### config.mk
export PLATFORM = sky130hd
export DESIGN_NAME = univ_shift_reg_rstn
export DESIGN_NICKNAME = d
export VERILOG_FILES = /design/src/rtl/univ_shift_reg_rstn.sv
export SDC_FILE = /design/constraint.sdc
export NUM_CORES = 1
export LEC_CHECK = 0
export CAP_MARGIN = 40
export CORE_MARGIN = 5
export CORE_UTILIZATION = 46
export CTS_BUF_LIST = sky130_fd_sc_hd__clkbuf_2 sky130_fd_sc_hd__clkbuf_4 sky130_fd_sc_hd__clkbuf_8
export DETAILED_ROUTE_END_ITERATION = 10
export GPL_ROUTABILITY_DRIVEN = 0
export MAX_ROUTING_LAYER = met4
export PLACE_DENSITY = 0.87
export SYNTH_ARGS = -nofsm -noshare
export SYNTH_HDL_FRONTEND = slang
export SYNTH_SLANG_ARGS = --single-unit
### constraint.sdc
create_clock -name clk -period 2.75 [get_ports clk]
set_input_delay 0.275 -clock clk [delete_from_list [all_inputs] [get_ports clk]]
set_output_delay 0.275 -clock clk [all_outputs]
set_load 0.01 [all_outputs]
### src/rtl/univ_shift_reg_rstn.sv
// Universal WIDTH-bit register with asynchronous active-low reset.
// Supports hold, logical shift, rotate, arithmetic shift and parallel load.
// Also has a synchronous clear and a shift counter that flags every completed
// WIDTH-shift word. q is registered; the complement and serial taps are
// combinational views of q.
module univ_shift_reg_rstn #(
    parameter int              WIDTH     = 8,
    parameter logic [WIDTH-1:0] RESET_VAL = {WIDTH{1'b0}},
    localparam int             CW        = ($clog2(WIDTH) > 1) ? $clog2(WIDTH) : 1
) (
    input  logic             clk,
    input  logic             reset_n,
    input  logic             en,
    input  logic             sclr,
    input  logic [2:0]       mode,
    input  logic             ser_in,
    input  logic [WIDTH-1:0] d,
    output logic [WIDTH-1:0] q,
    output logic [WIDTH-1:0] q_not,
    output logic             ser_out_msb,
    output logic             ser_out_lsb,
    output logic [CW-1:0]    shift_cnt,
    output logic             word_done
);

    typedef enum logic [2:0] {
        MODE_HOLD = 3'd0,
        MODE_SHL  = 3'd1,
        MODE_SHR  = 3'd2,
        MODE_ROL  = 3'd3,
        MODE_ROR  = 3'd4,
        MODE_LOAD = 3'd5,
        MODE_ASR  = 3'd6,
        MODE_RSVD = 3'd7
    } mode_e;

    localparam logic [CW-1:0] CNT_LAST = CW'(WIDTH - 1);
    localparam logic [CW-1:0] CNT_ZERO = {CW{1'b0}};
    localparam logic [CW-1:0] CNT_ONE  = CW'(1);

    logic [WIDTH-1:0] data_q;
    logic [WIDTH-1:0] data_d;
    logic [CW-1:0]    cnt_q;
    logic [CW-1:0]    cnt_d;
    logic             done_q;
    logic             done_d;
    logic             shift_s;
    mode_e            mode_s;

    assign mode_s = mode_e'(mode);

    // Next-state selection: sclr beats the enable gate, which beats the mode.
    always_comb begin
        data_d  = data_q;
        cnt_d   = cnt_q;
        done_d  = 1'b0;
        shift_s = 1'b0;
        if (sclr) begin
            data_d = RESET_VAL;
            cnt_d  = CNT_ZERO;
        end else if (en) begin
            case (mode_s)
                MODE_HOLD: begin
                    data_d = data_q;
                end
                MODE_SHL: begin
                    data_d  = {data_q[WIDTH-2:0], ser_in};
                    shift_s = 1'b1;
                end
                MODE_SHR: begin
                    data_d  = {ser_in, data_q[WIDTH-1:1]};
                    shift_s = 1'b1;
                end
                MODE_ROL: begin
                    data_d  = {data_q[WIDTH-2:0], data_q[WIDTH-1]};
                    shift_s = 1'b1;
                end
                MODE_ROR: begin
                    data_d  = {data_q[0], data_q[WIDTH-1:1]};
                    shift_s = 1'b1;
                end
                MODE_LOAD: begin
                    data_d = d;
                    cnt_d  = CNT_ZERO;
                end
                MODE_ASR: begin
                    data_d  = {data_q[WIDTH-1], data_q[WIDTH-1:1]};
                    shift_s = 1'b1;
                end
                MODE_RSVD: begin
                    data_d = data_q;
                end
                default: begin
                    data_d = data_q;
                end
            endcase
            // Every executed shift advances the word counter; the last bit of a word wraps it.
            if (shift_s) begin
                if (cnt_q == CNT_LAST) begin
                    cnt_d  = CNT_ZERO;
                    done_d = 1'b1;
                end else begin
                    cnt_d  = cnt_q + CNT_ONE;
                    done_d = 1'b0;
                end
            end else begin
                done_d = 1'b0;
            end
        end else begin
            data_d = data_q;
            cnt_d  = cnt_q;
        end
    end

    // State registers, cleared immediately when reset_n falls.
    always_ff @(posedge clk or negedge reset_n) begin
        if (!reset_n) begin
            data_q <= RESET_VAL;
            cnt_q  <= CNT_ZERO;
            done_q <= 1'b0;
        end else begin
            data_q <= data_d;
            cnt_q  <= cnt_d;
            done_q <= done_d;
        end
    end

    assign q           = data_q;
    assign q_not       = ~data_q;
    assign ser_out_msb = data_q[WIDTH-1];
    assign ser_out_lsb = data_q[0];
    assign shift_cnt   = cnt_q;
    assign word_done   = done_q;

endmodule
==> flow_summary_export.csv <==
group,metric,value,unit
yosys,avgSynthCellArea,8.670,um2
global_route,overflow,0,
worst_hold_path,worstHoldPathType,"input port to async pin",
timing,worst_clock_skew,0.005531,ns
clocking,clock-sinks,12,
routing,avgRoutedWirePerCell,15.42,um
routing,drt-met1-wl,1053,um
routing,vias,882,
power_and_ir_drop,power,496.2,uW
yosys,synth_cell_types,26,
die,die-area,2830,um2
clocking,cts_tree,"built",
critical_path,crit_path_end_kind,"flop",
routing,dr_wl_met3,197,um
critical_path,crit_path_max_incr_delay,0.66,ns
timing,drv_slew,0,
die,pin_count,38,
routing,detail-route-antenna-nets,0,
die,start_util,0.4918,
die,core-area,1745,um2
finish,fill_cells,144,
die,die_x,53.20,um
finish,n_antenna_cell,0,
placement,place_area,1215,um2
global_route,grt_pass1_wl,3953,um
timing,tightest_slew,0.5922,ns
timing,fmax,562.0,MHz
clocking,cts_hold_buf,0,
power_and_ir_drop,power_density,396.6,nW/um2
critical_path,worstSetupPathType,"input port to flop",
yosys,yosysSeqAreaShare,0.3499,
clocking,clockRootBuffer,"clkbuf_4",
yosys,synth_seq_cells,12,
timing,rsz0062_at_grt,"no",
clocking,cts_buffer_depth,2,
critical_path,worstPathRequired,2.97,ns
finish,syn_to_final_growth,45.77,%
routing,drtPass1Iterations,4,
critical_path,worst_path_max_delay_cell,"clkdlybuf4s50_1",
outcome,outcome,"finished, final reports clean",
finish,postLayoutCellArea,1251,um2
clocking,cts_made_buffers,3,
die,die_y,53.20,um
timing,setup_tns,0,ns
routing,first_iter_violations,24,
yosys,yosysWarnings,0,
critical_path,path_cells,"clkdlybuf4s50_1 > or3_4 > a31oi_4 > a32o_1",
finish,fin_nets,153,
finish,layout-drive-gt1-share,0.05970,
yosys,synth_edf_count,0,
yosys,yosys_most_used_dff,"dfrtp_1",
timing,period_needed,1.779,ns
routing,met2_length,1152,um
timing,finalSetupViolations,0,
die,std_cell_rows,15,
power_and_ir_drop,p_leak,0.0005355,uW
clocking,postCtsSetupBuffers,0,
job,cap_viol_max_count,0,
global_route,grt_max_degree,17,
routing,vias_per_cell,5.547,
clocking,worstSkewPairLatency,0.28,ns
routing,top_layer,"met4",
critical_path,cp.arrival,2.00,ns
global_route,grt_pass1_vias,844,
yosys,syn-num-nets,117,
global_route,grt_usage,0.2017,
yosys,yosysTopAreaCell,"dfrtp_1",
routing,route.detailed.drc,0,
clocking,htree_levels,1,
yosys,syn_inst,99,
placement,dp_hpwl,1759,um
clocking,cts.clk_slew.worst_paths,0.08,ns
global_route,antenna_found_initial,0,
timing,post-route-period-util,0.6471,
clocking,cts-resized-gates,0,
critical_path,critPathBufInv,1,
timing,holdWs,0.3633,ns
power_and_ir_drop,irDropWorstVdd,0.0002624,V
placement,port_buffers,37,
critical_path,crit_family,"buffers and inverters",
yosys,synth_area,858.3,um2
timing,slew-limit-headroom,0.6040,
yosys,synth_top_cells_by_count,"14 x nand2_1, 12 x dfrtp_1, 9 x inv_1",
critical_path,startpoint_type,"input port",
yosys,synth.most_common_cell,"nand2_1",
yosys,yosysTopAreaCellShare,0.3499,
yosys,synth.area.top_cells,"dfrtp_1 35%, a32o_1 8.2%, mux2i_1 7.0%",
yosys,async_flop_share,1.000,
critical_path,crit_path_max_fanout,16,
routing,routed_wl,2451,um
timing,hold_violations,0,
## metal layers
layer,GRT usage,up-vias
li1,-,431
met4,0.1064,0
met5,-,-
met2,0.3058,41
met1,0.2600,406
met3,0.02817,4
## flip-flops by register name (all words and copies together), names as in the netlist
name and flops:
q 8, word_done 1, shift_cnt 3
## power by group
group / switching, uW / internal [uW] / leakage, uW
Clock: 63.9 / 80.5 / 0.0000210
Combinational: 67.4 / 82.2 / 0.000351
Sequential: 16.2 / 186 / 0.000163
Total: 147 / 349 / 0.000536
## placed cells by master, fill, tap and decap left out, types with 2 or more instances in the layout
| cell | count |
|---|---|
| a22o_1 | 2 |
| nor2_1 | 8 |
| dfrtp_1 | 12 |
| buf_4 | 2 |
| nand2b_1 | 2 |
| ha_1 | 2 |
| o21ai_1 | 2 |
| o22ai_1 | 8 |
| clkbuf_4 | 3 |
| nand3_1 | 2 |
| mux2i_1 | 6 |
| nand2_1 | 14 |
| inv_1 | 9 |
| a32o_1 | 7 |
| clkdlybuf4s50_1 | 37 |
| a21oi_1 | 7 |
## stage by stage
stage               instances  utilization  worst slack, ns
floorplan                  99            -            1.268
global placement          155       0.6961           0.7480
detailed placement        155       0.6961           0.7142
CTS                       159       0.7168            1.005
global route              159       0.7168           0.8688
finish                    159       0.7168           0.9705
## final cells by class
| class | count | area [um2] | area share |
|---|---|---|---|
| clock buffer | 4 | 36.28 | 0.02900 |
| inverter | 9 | 33.78 | 0.02700 |
| multi-input combinational | 70 | 464.2 | 0.3710 |
| sequential | 12 | 300.3 | 0.2400 |
| tap | 25 | 31.28 | 0.02500 |
| timing repair buffer | 39 | 385.4 | 0.3080 |
## cell families after synthesis
| logic type | Yosys count | synth area share |
|---|---|---|
| simple gates | 31 | 0.1677 |
| buf+inv | 17 | 0.1093 |
| flops | 12 | 0.3499 |
| mux | 6 | 0.06997 |
| compound gates | 31 | 0.2741 |
| fa+ha+maj | 2 | 0.02915 |
## worst reg2reg max path, cell delays in order (launching register included)
cell     delay [ns]
dfrtp_1        0.42
ha_1           0.22
ha_1           0.20
or4_1          0.52
o21ai_1        0.12
## worst paths after layout
| check | slack (ns) | endpoint | cells past startpoint | start |
|---|---|---|---|---|
| max in group asynchronous | 1.99 | word_done$_DFF_PN0_ | 1 | reset_n |
| hold reg to reg | 0.55 | shift_cnt[1]$_DFFE_PN0P_ | 1 | shift_cnt[1]$_DFFE_PN0P_ |
| min in group clk | 0.55 | shift_cnt[1]$_DFFE_PN0P_ | 1 | shift_cnt[1]$_DFFE_PN0P_ |
| setup / recovery | 0.97 | q[0]$_DFFE_PN0P_ | 4 | mode[1] |
| setup reg to reg | 1.20 | shift_cnt[0]$_DFFE_PN0P_ | 4 | shift_cnt[0]$_DFFE_PN0P_ |
| hold / removal | 0.36 | q[0]$_DFFE_PN0P_ | 1 | reset_n |
Power figures use the tool's default switching activity.
